==> src/rtl/noise_ctrl.sv <==
// Noise-channel control: register decode plus LFSR shift/reload pulse generation.
// Define NOISE_ATTEN_EN to implement the address-111 attenuation register.
module noise_ctrl #(
   parameter int BASE_DIV = 32
) (
   input  logic       clk,
   input  logic       rst,
   input  logic       clk_en,
   input  logic       wr,
   input  logic [7:0] din,
   input  logic       tone3,
   output logic       noise_clk,
   output logic       mode,
   output logic       lfsr_rst,
   output logic [3:0] atten
);

   logic [2:0] latch_q, latch_d;
   logic       fb_q, fb_d;
   logic [1:0] rate_q, rate_d;
   logic [7:0] cnt_q, cnt_d;
   logic       tone3_q;
   logic       noise_clk_q, noise_clk_d;
   logic       lfsr_rst_q, lfsr_rst_d;

   logic [2:0] addr_s;
   logic       wr_noise_s;
   logic [9:0] term_s;
   logic       at_term_s;

   // A data byte reuses the last latched address; a latch byte carries its own.
   always_comb begin
      addr_s     = din[7] ? din[6:4] : latch_q;
      wr_noise_s = wr && (addr_s == 3'b110);
      term_s     = (10'(BASE_DIV) << rate_q) - 10'd1;
      at_term_s  = ({2'b00, cnt_q} == term_s);
   end

   always_comb begin
      latch_d     = latch_q;
      fb_d        = fb_q;
      rate_d      = rate_q;
      cnt_d       = cnt_q;
      noise_clk_d = 1'b0;
      lfsr_rst_d  = 1'b0;
      if (wr && din[7]) begin
         latch_d = din[6:4];
      end else begin
         latch_d = latch_q;
      end
      // A control write wins over terminal count or a tone3 edge in the same cycle.
      if (wr_noise_s) begin
         fb_d       = din[2];
         rate_d     = din[1:0];
         cnt_d      = 8'd0;
         lfsr_rst_d = 1'b1;
      end else if (rate_q == 2'b11) begin
         cnt_d       = 8'd0;
         noise_clk_d = tone3 & ~tone3_q;
      end else if (clk_en) begin
         if (at_term_s) begin
            cnt_d       = 8'd0;
            noise_clk_d = 1'b1;
         end else begin
            cnt_d = cnt_q + 8'd1;
         end
      end else begin
         cnt_d = cnt_q;
      end
   end

   always_ff @(posedge clk or posedge rst) begin
      if (rst) begin
         latch_q     <= 3'b000;
         fb_q        <= 1'b0;
         rate_q      <= 2'b00;
         cnt_q       <= 8'd0;
         tone3_q     <= 1'b0;
         noise_clk_q <= 1'b0;
         lfsr_rst_q  <= 1'b0;
      end else begin
         latch_q     <= latch_d;
         fb_q        <= fb_d;
         rate_q      <= rate_d;
         cnt_q       <= cnt_d;
         tone3_q     <= tone3;
         noise_clk_q <= noise_clk_d;
         lfsr_rst_q  <= lfsr_rst_d;
      end
   end

`ifdef NOISE_ATTEN_EN
   logic [3:0] atten_q;
   logic       wr_atten_s;

   assign wr_atten_s = wr && (addr_s == 3'b111);

   always_ff @(posedge clk or posedge rst) begin
      if (rst) begin
         atten_q <= 4'hF;
      end else if (wr_atten_s) begin
         atten_q <= din[3:0];
      end else begin
         atten_q <= atten_q;
      end
   end

   assign atten = atten_q;
`else
   // Bit 3 of the data nibble only matters to the attenuation register.
   logic unused_s;
   assign unused_s = din[3];
   assign atten    = 4'hF;
`endif

   assign noise_clk = noise_clk_q;
   assign lfsr_rst  = lfsr_rst_q;
   assign mode      = fb_q;

endmodule

==> config.mk <==
export PLATFORM = sky130hd
export DESIGN_NAME = noise_ctrl
export DESIGN_NICKNAME = d
export VERILOG_FILES = /design/src/rtl/noise_ctrl.sv
export SDC_FILE = /design/constraint.sdc
export NUM_CORES = 1
export LEC_CHECK = 0
export BUFFER_PORTS_ARGS = -buffer_cell sky130_fd_sc_hd__buf_2
export CELL_PAD_IN_SITES_DETAIL_PLACEMENT = 1
export CELL_PAD_IN_SITES_GLOBAL_PLACEMENT = 2
export CORE_ASPECT_RATIO = 2
export CORE_MARGIN = 3
export CORE_UTILIZATION = 35
export CTS_BUF_LIST = sky130_fd_sc_hd__clkbuf_16
export DETAILED_ROUTE_END_ITERATION = 10
export GPL_TIMING_DRIVEN = 0
export MAX_ROUTING_LAYER = met4
export PLACE_DENSITY = 0.91
export SETUP_SLACK_MARGIN = 0.3
export SLEW_MARGIN = 0
export SYNTH_ARGS = -nofsm -noshare
export SYNTH_HDL_FRONTEND = slang
export SYNTH_SLANG_ARGS = --single-unit
==> constraint.sdc <==
create_clock -name clk -period 5 [get_ports clk]
set_clock_uncertainty 0.15 [all_clocks]
set_input_delay 0.5 -clock clk [delete_from_list [all_inputs] [get_ports clk]]
set_output_delay 0.5 -clock clk [all_outputs]
set_load 0.02 [all_outputs]
==> results of run 1 <==
logic make-up (layout without fill, tap and decap cells):
| group | after synthesis | after routing | synth area share (%) |
|---|---|---|---|
| and+or+nand+nor | 32 | 32 | 19.9 |
| DFF | 17 | 17 | 44.7 |
| other | 1 | 4 | 0.394 |
| buffers and inverters | 10 | 27 | 6.71 |
| AOI/OAI and AO/OA | 21 | 21 | 14.9 |
| xor gates and xnor gates | 4 | 4 | 3.68 |
| adders and majority gates | 2 | 2 | 2.63 |
| muxes | 6 | 6 | 7.10 |
flip-flops by register name, indices dropped and copies added (netlist names):
signal and count:
latch_q 3, cnt_q 8, lfsr_rst 1, noise_clk 1, rate_q 2, tone3_q 1
mode 1
critical path: cells and delay by family, from the launching register on:
kind / cells / cell delay (ps)
adders and majority gates: 1 / 290
xor gates and xnor gates: 1 / 170
and+or+nand+nor: 3 / 930
buffers and inverters: 1 / 130
DFF: 1 / 370
AOI/OAI and AO/OA: 1 / 170
how the worst max path moves through the flow:
stage | startpoint | end | cells after the start
2_1_floorplan | rate_q[1] | noise_clk | 7
3_3_place_gp | rate_q[1] | noise_clk | 7
3_5_place_dp | rate_q[1] | noise_clk | 7
4_1_cts | rate_q[1] | noise_clk | 7
5_1_grt | rate_q[0] | noise_clk | 6
6_report | rate_q[1] | noise_clk | 7
cells in the final DEF (no fill, tap or decap), types with 3 or more instances in the layout:
cell type	count
o21ai_0	4
clkbuf_16	3
xor2_1	4
conb_1	4
inv_1	5
mux2_2	6
nand2_1	11
dfrtp_1	17
buf_4	5
a21oi_1	5
buf_2	13
nor2_1	3
cell usage after synthesis (3+ instances only):
cell type  count  area share, %
nor2_1         3            1.2
inv_1          4            1.6
buf_4          5            3.9
nand2_1       11            4.3
mux2_2         6            7.1
o21ai_0        4            2.1
dfrtp_1       17             45
a21oi_1        5            2.6
xor2_1         4            3.7
final cells by class:
cell class                      count  area (µm²)  share of cell area [%]
Tap cell                           28        35.0                    3.07
Multi-Input combinational cell     69         473                    41.4
Timing Repair Buffer               13        65.1                    5.70
Inverter                            4        15.0                    1.32
Clock buffer                        3        75.1                    6.58
Clock inverter                      1        3.75                   0.329
Buffer                              6        48.8                    4.28
Sequential cell                    17         425                    37.3
layer usage:
layer,share of wire (%),track usage [%]
met5,0,-
met4,3.6,10.3
met3,2.3,1.58
met2,61,29.5
met1,33,14.3
per-stage QoR:
stage | instances | hold slack, ps
2_1_floorplan | 96 | 276
3_3_place_gp | 137 | 334
3_5_place_dp | 137 | 354
4_1_cts | 141 | 205
5_1_grt | 141 | 221
6_report | 141 | 181
power breakdown:
part / switching (mW) / internal (mW)
clock: 0.0520 / 0.106
sequential: 0.0309 / 0.164
combinational: 0.0814 / 0.0647
total: 0.164 / 0.335
==> flow_summary.yaml, run 1 <==
yosys:
  syn_area_per_cell_um2: 10.2
  ys.flop_type: "dfrtp_1"
  synth_cell_types: 37
  synth_warnings: 0
  ys_seq_area_share_pct: 44.7
  synth_edf_count: 0
  async_reset_ff_share_pct: 100
  syn_inst: 93
  netlist_area_um2: 951
  synth-seq-cells: 17
global_routing:
  grt_overflow: 0
  grt_max_degree: 18
  grt_pass1_wl_mm: 3.93
  antenna_found_initial: 0
  track_usage_pct: 15.8
  grt_pass1_vias: 877
routing:
  routed_wl_mm: 2.28
  vias: 784
  drtAntennaViolNets: 0
  drtIter0Drc: 7
  vias_per_cell: 5.56
  first_pass_iters: 4
  drc: 0
  post_drt_wl_per_cell_um: 16.1
sta:
  maxSlewHeadroom_pct: 56.5
  fin_crit_ps: 2290
  setup_slack_ps: 2710
  finalSetupViolCount: 0
  grt_setup_unrepaired: "no"
  fmax_mhz: 437
  fin_crit_sh_pct: 45.8
  final-hold-violation-count: 0
  finalMaxSlewViolations: 0
  worst_pin_slew_ps: 651
  final.setup.tns_ps: 0
clock_tree:
  htreeDepth: 1
  clkSinkCount: 17
  cts.repair.resized: 0
  cts-hold-fix-buffers: 0
  numCtsBuffers: 3
  cts_buffer_depth: 2
  cts_root_buf: "clkbuf_16"
  clkLatencyLatePin_ps: 250
  cts_tree: "done"
  cts_setup_buffers: 0
  path_clk_slew_ps: 50
setup_path:
  r2r_slack_ps: 2710
  cpPeakStageDelay_ps: 420
  endpoint_kind: "flop"
  crit_slowest_cell: "or3_1"
  worstPathRequired_ps: 5020
  rr_endpoint: "noise_clk"
  crit_fanout: 9
  r2r-start: "rate_q[1]"
  path_class: "reg2reg"
  path_cells: "buf_6, or2_2, ha_1, xor2_1, nand3_2, or3_1, a21oi_1"
  r2r_cells: 7
  worstPathArrival_ps: 2310
  start_kind: "flop"
hold_path:
  worstHoldPathType: "in2async"
die:
  initial_core_util_pct: 37.0
  dieArea_um2: 3420
  die_h_um: 79.7
  core-area_um2: 2570
  rows: 26
  io_pins: 20
  die_w_um: 42.9
layout:
  syn_to_final_growth_pct: 20.0
  postLayoutCoreUtil_pct: 44.4
  drive_above_1_share_pct: 29.2
  finalInstanceArea_um2: 1140
  nNetsFinal: 129
  diodes: 0
  n_fill_cell: 303
job:
  maxCapViolCount: 0
place:
  dp_hpwl_mm: 1.76
  port_buffers: 13
  placed_area_um2: 1060
  gp_congestion: 0.742
  post-place-ws_ps: 2720
status:
  status: "finished clean"
pwr:
  vdd_drop_max_v: 0.000223
  power_mw: 0.499
  power.leakage_nw: 0.529
  p_per_area_nw_per_um2: 438
No activity file was read; power rests on OpenSTA's default activity.
==> run 2, diff against run 1 <==
--- a/config.mk
+++ b/config.mk
@@ -5,17 +5,18 @@
 export SDC_FILE = /design/constraint.sdc
 export NUM_CORES = 1
 export LEC_CHECK = 0
+export ABC_AREA = 1
 export BUFFER_PORTS_ARGS = -buffer_cell sky130_fd_sc_hd__buf_2
 export CELL_PAD_IN_SITES_DETAIL_PLACEMENT = 1
 export CELL_PAD_IN_SITES_GLOBAL_PLACEMENT = 2
 export CORE_ASPECT_RATIO = 2
 export CORE_MARGIN = 3
-export CORE_UTILIZATION = 35
+export CORE_UTILIZATION = 27
 export CTS_BUF_LIST = sky130_fd_sc_hd__clkbuf_16
 export DETAILED_ROUTE_END_ITERATION = 10
 export GPL_TIMING_DRIVEN = 0
 export MAX_ROUTING_LAYER = met4
-export PLACE_DENSITY = 0.91
+export PLACE_DENSITY = 0.83
 export SETUP_SLACK_MARGIN = 0.3
 export SLEW_MARGIN = 0
 export SYNTH_ARGS = -nofsm -noshare
==> constraint.sdc (replaced) <==
create_clock -name clk -period 1.9 [get_ports clk]
set_clock_uncertainty 0.15 [all_clocks]
set_input_delay 0.19 -clock clk [delete_from_list [all_inputs] [get_ports clk]]
set_output_delay 0.19 -clock clk [all_outputs]
set_load 0.02 [all_outputs]
==> run 2 against run 1 <==
Compared with the run above:
- worst setup slack lost 2500 ps
- synthesized area grew 6.6%
- fmax grew 36%
- critical endpoint is now cnt_q[5]
- non-clock buffer count increased by 8
- combinational power rose to 3.7 times the previous value
==> flow_summary.yaml, run 2 <==
setup_path:
  r2r_slack_ps: 210
  worstPathArrival_ps: 1690
  start_kind: "flop"
  path_cells: "inv_2, nand2_2, ha_4, inv_2, nand2_2, nand3_2, nor2_4, nand2_4, nand3_1, nand2_1, nand2_1, inv_1"
  path_class: "reg2reg"
  r2r-start: "rate_q[1]"
  endpoint_kind: "flop"
  worstPathRequired_ps: 1900
  cpPeakStageDelay_ps: 390
  r2r_cells: 12
  crit_path_start: "rate_q[1]"
  crit_slowest_cell: "dfrtp_1"
  crit_fanout: 5
  rr_endpoint: "cnt_q[5]"
routing:
  drc: 0
  drtAntennaViolNets: 0
  vias_per_cell: 4.43
  wl_met3_um: 86
  routed_wl_mm: 2.59
  first_pass_iters: 3
  wl_met1_um: 857
  highest_layer: "met4"
  post_drt_wl_per_cell_um: 12.4
  drtIter0Drc: 6
  wl_met2_mm: 1.58
  vias: 926
clock_tree:
  cts_buffer_depth: 2
  clkSinkCount: 17
  cts_root_buf: "clkbuf_16"
  numCtsBuffers: 3
  path_clk_slew_ps: 50
  cts_tree: "done"
  clkLatencyLatePin_ps: 250
  htreeDepth: 1
yosys:
  synth_warnings: 0
  ys_seq_area_share_pct: 42.0
  yosysTopAreaCellShare_pct: 42.0
  synth_xor_area_share_pct: 0.864
  syn_inst: 131
  syn_area_per_cell_um2: 7.74
  synth_cell_types: 24
  synth_edf_count: 0
  async_reset_ff_share_pct: 100
  synth.most_common_cell: "nand2_1"
  synthSimpleGateAreaFrac_pct: 33.1
  synth_top_family_by_area: "simple AND/OR/NAND/NOR gates"
  synth_commonest_cells: "nand2_1 (38), inv_1 (20), dfrtp_1 (17), nand3_1 (11), nor2_1 (7)"
  synth_compound_area_share_pct: 7.16
  synthAdderAreaFrac_pct: 2.47
  ys.flop_type: "dfrtp_1"
  synth-seq-cells: 17
  netlist_area_um2: 1010
  synthMuxAreaShare_pct: 2.22
  synth_top_area_cell: "dfrtp_1"
  ys_top_cells_by_area: "dfrtp_1 (42%), nand2_1 (14%), inv_1 (7.4%)"
hold_path:
  hold_path_depth: 3
  min_from: "din[0]"
  worstHoldPathType: "in2reg"
  holdPathEnd: "rate_q[0]"
sta:
  final-hold-violation-count: 0
  fmax_mhz: 592
  finalSetupViolCount: 0
  finalMaxSlewViolations: 0
  grt_setup_unrepaired: "yes"
  final.setup.tns_ps: 0
  maxSlewHeadroom_pct: 55.0
  worst_pin_slew_ps: 675
  fin_crit_ps: 1690
  fin_crit_sh_pct: 88.9
layout:
  largest-register: "cnt_q"
  syn_to_final_growth_pct: 33.8
  drive_above_1_share_pct: 34.2
  largest_reg_flops: 8
  diodes: 0
  final_cell_mix: "nand2_1 (36), inv_1 (18), dfrtp_1 (17), buf_2 (14), buf_4 (10)"
  postLayoutCoreUtil_pct: 38.9
  final_common_cell: "nand2_1"
  nNetsFinal: 177
  reg_top3: "cnt_q (8), latch_q (3), rate_q (2)"
die:
  die_w_um: 49.3
  io_pins: 20
  die_h_um: 92.6
  initial_core_util_pct: 29.0
  dieArea_um2: 4570
  rows: 30
  core-area_um2: 3490
place:
  dp_hpwl_mm: 1.92
  port_buffers: 14
  gp_congestion: 0.751
pwr:
  power.leakage_nw: 0.757
  vdd_drop_max_v: 0.000356
  p_per_area_nw_per_um2: 1070
global_routing:
  antenna_found_initial: 0
  grt_pass1_vias: 1012
  grt_overflow: 0
  track_usage_pct: 13.5
  grt_max_degree: 18
  grt_pass1_wl_mm: 4.62
status:
  status: "finished clean"
job:
  maxCapViolCount: 0
## run 2: changes by cell type after synthesis, sizes merged, moves of 3 or more
cell,previous run,this run
mux2,6,2
inv,4,23
xor2,4,1
nand2,11,45
nor2,3,8
nand3,2,13
## run 2: final cells by class
class	instances	area, µm²
plain buffers	4	30.0
clock buffers	3	75.1
clock inverters	1	5.00
fillers	436	2130
inverters	24	90.1
multi-input cells	89	526
flip-flops and latches	17	425
well taps	48	60.1
repair buffers	23	145
## run 2: how the worst max path moves through the flow
| stage | to |
|---|---|
| after CTS | cnt_q[6] |
| after global routing | cnt_q[6] |
| after floorplan | cnt_q[5] |
| after global placement | cnt_q[6] |
| final | cnt_q[5] |
| after detailed placement | cnt_q[3] |
## run 2: power breakdown
group          internal [mW]  switching, mW
combinational          0.234          0.306
clock                  0.282          0.149
sequential             0.428         0.0537
total                  0.944          0.509
## run 2: cell families after synthesis
group,Yosys count
XOR/XNOR,1
adder cells (fa/ha/maj),2
multiplexers,2
AO/OA/AOI/OAI,10
flip-flops,17
other,1
buffers and inverters,28
AND/OR/NAND/NOR,70
## run 2: metrics by stage
| step | hold WS [ps] | instance area, µm² | power (mW) | worst slack, ps | cells |
|---|---|---|---|---|---|
| final | 15.4 | 1360 | 1.45 | 212 | 209 |
| after CTS | 10.1 | 1340 | 1.45 | 166 | 207 |
| after global routing | 31.2 | 1360 | 1.56 | 73.5 | 209 |
| after detailed placement | 164 | 1170 | 0.913 | 151 | 196 |
| after global placement | 165 | 1170 | 0.884 | 197 | 196 |
| after floorplan | -33.9 | 1040 | 0.806 | 302 | 134 |
## run 2: repair_timing
action / in CTS / in global routing
resized for setup: 8 / 1
setup endpoints to repair: 7 / 8
endpoints found under the hold margin: 19 / 0
hold buffers: 3 / 0
pin swaps: 7 / 6
buffers inserted: 4 / 2
cloned: 0 / 0
## run 2: critical path, delay by kind of cell, from the launching register on
kind	cells	cell delay, ps
fa+ha+maj	1	270
flops	1	390
buf+inv	3	170
simple gates	8	610
## run 2: metal layers
layer  vias up  global-route usage (%)
li1        459                       -
met1       446                    12.2
met2        16                    25.6
met3         5                    2.42
met4         0                    7.13
met5         -                       -
==> run 3, diff against run 2 <==
--- a/config.mk
+++ b/config.mk
@@ -17,8 +17,7 @@
 export GPL_TIMING_DRIVEN = 0
 export MAX_ROUTING_LAYER = met4
 export PLACE_DENSITY = 0.83
-export SETUP_SLACK_MARGIN = 0.3
-export SLEW_MARGIN = 0
+export SLEW_MARGIN = 20
 export SYNTH_ARGS = -nofsm -noshare
 export SYNTH_HDL_FRONTEND = slang
 export SYNTH_SLANG_ARGS = --single-unit
==> run 3 against run 2 <==
Compared with the run above:
- worst setup slack worse by 71 ps
- largest power group is now sequential cells
- first-iteration DRC count is 33% higher
- cell area is 5.1% lower
- highest routed layer unchanged
- non-clock buffer count is 4 lower
- sequential cell count stayed put
- die area stayed put
- critical endpoint is now cnt_q[6]
- register-to-register slack worse by 70 ps
- sequential share of layout area is 1.7 points higher
- clock power is 3% lower
- total power is 9.6% lower
- fmax is 4.0% lower
==> flow_summary.yaml, run 3 (same netlist as run 2, synthesis figures left out) <==
status:
  status: "finished clean"
clock_tree:
  cts_buffer_depth: 2
  cts_root_buf: "clkbuf_16"
  cts_tree: "done"
  htreeDepth: 1
  numCtsBuffers: 3
  path_clk_slew_ps: 50
  clkSinkCount: 17
  clkLatencyLatePin_ps: 250
routing:
  post_drt_wl_per_cell_um: 11.6
  drc: 0
  vias: 910
  drtIter0Drc: 8
  drtAntennaViolNets: 0
  first_pass_iters: 4
  vias_per_cell: 4.44
  routed_wl_mm: 2.37
layout:
  final_common_cell: "nand2_1"
  reg_top3: "cnt_q (8), latch_q (3), rate_q (2)"
  nNetsFinal: 173
  drive_above_1_share_pct: 26.8
  syn_to_final_growth_pct: 27.0
  final_cell_mix: "nand2_1 (38), inv_1 (19), dfrtp_1 (17), buf_2 (14), nand3_1 (10)"
  n_fill_cell: 446
  diodes: 0
  largest-register: "cnt_q"
  largest_reg_flops: 8
global_routing:
  grt_pass1_wl_mm: 4.18
  track_usage_pct: 12.1
  grt_max_degree: 18
  antenna_found_initial: 0
  grt_pass1_vias: 995
  grt_overflow: 0
sta:
  worst_pin_slew_ps: 685
  final.setup.tns_ps: 0
  maxSlewHeadroom_pct: 54.3
  finalMaxSlewViolations: 0
  fin_crit_ps: 1760
  final-hold-violation-count: 0
  fin_crit_sh_pct: 92.6
  whs_ps: 7.66
  fmax_mhz: 568
  grt_setup_unrepaired: "no"
  finalSetupViolCount: 0
pwr:
  power.leakage_nw: 0.716
  vdd_drop_max_v: 0.000407
  p_per_area_nw_per_um2: 1020
place:
  port_buffers: 14
  gp_congestion: 0.750
  dp_hpwl_mm: 1.98
setup_path:
  crit_fanout: 5
  start_kind: "flop"
  cpPeakStageDelay_ps: 420
  path_class: "reg2reg"
  endpoint_kind: "flop"
  cp_common_cell: "nand2_1"
  path_cells: "inv_2, nand2_2, ha_1, inv_1, nand2_1, nand3_2, nor2_4, nand2_4, nand3_1, nand2_1, nand2_1, inv_1"
  worstPathRequired_ps: 1890
  crit_family: "simple AND/OR/NAND/NOR gates"
  worstPathArrival_ps: 1750
  crit_slowest_cell: "dfrtp_1"
  crit_buf_inv: 3
die:
  die_h_um: 92.6
  initial_core_util_pct: 29.0
  dieArea_um2: 4570
  io_pins: 20
  die_w_um: 49.3
  rows: 30
  core-area_um2: 3490
job:
  maxCapViolCount: 0
hold_path:
  worstHoldPathType: "in2reg"
==> run 3: changes by cell type in the layout (fill, tap and decap cells not counted), moves of 2 or more <==
cell / previous run / this run
buf_4: 10 / 5
nand2_1: 36 / 38
nand3_1: 7 / 10
nand3_2: 5 / 2
==> run 3: layer usage <==
| layer | up-vias | GRT usage, % | wire (µm) |
|---|---|---|---|
| li1 | 448 | - | - |
| met1 | 438 | 10.6 | 796 |
| met2 | 20 | 23.9 | 1450 |
| met3 | 4 | 1.93 | 91 |
| met4 | 0 | 5.70 | 29 |
| met5 | - | - | 0 |
==> run 3: where the power goes <==
part           total [mW]  internal (mW)  switching (mW)
Combinational       0.414          0.158           0.256
Sequential          0.482          0.428          0.0538
Clock               0.418          0.281           0.136
Total                1.31          0.868           0.446
==> run 3: worst paths after layout <==
path / from / to / slack (ps) / cells after the start
max in group asynchronous: rst / cnt_q[2] / 720 / 3
min in group asynchronous: rst / mode / 440 / 3
max: rate_q[0] / cnt_q[6] / 140 / 12
max reg2reg: rate_q[0] / cnt_q[6] / 140 / 12
min reg2reg: mode / mode / 330 / 2
min: din[0] / rate_q[0] / 8 / 3
==> run 3: worst min-delay path, delay by kind of cell <==
kind,cells,cell delay [ps]
buffers and inverters,1,80
AOI/OAI and AO/OA,1,60
and+or+nand+nor,1,40
==> run 3: timing repair <==
action,4_1_cts,5_1_grt
hold endpoints to repair,20,0
gates resized for setup,0,2
hold buffers,4,0
setup buffers,0,1
setup endpoints to repair,0,4
==> run 3: final cells by class <==
| type | instances | area (µm²) | area share, % |
|---|---|---|---|
| timing repair buffer | 19 | 118 | 9.14 |
| clock buffer | 3 | 75.1 | 5.83 |
| tap | 48 | 60.1 | 4.66 |
| multi-input combinational | 89 | 484 | 37.6 |
| sequential | 17 | 425 | 33.0 |
| buffer | 4 | 30.0 | 2.33 |
| clock inverter | 1 | 5.00 | 0.389 |
| inverter | 24 | 90.1 | 7.00 |
==> run 3: per-stage QoR <==
step	power, mW	instance area, µm²	setup WS [ps]	cells	util (%)
floorplan	0.783	1020	245	134	-
global placement	0.860	1150	127	196	33.1
detailed placement	0.885	1150	50.6	196	33.1
CTS	1.33	1270	33.6	204	36.5
global route	1.42	1290	0.497	205	36.9
finish	1.31	1290	141	205	36.9
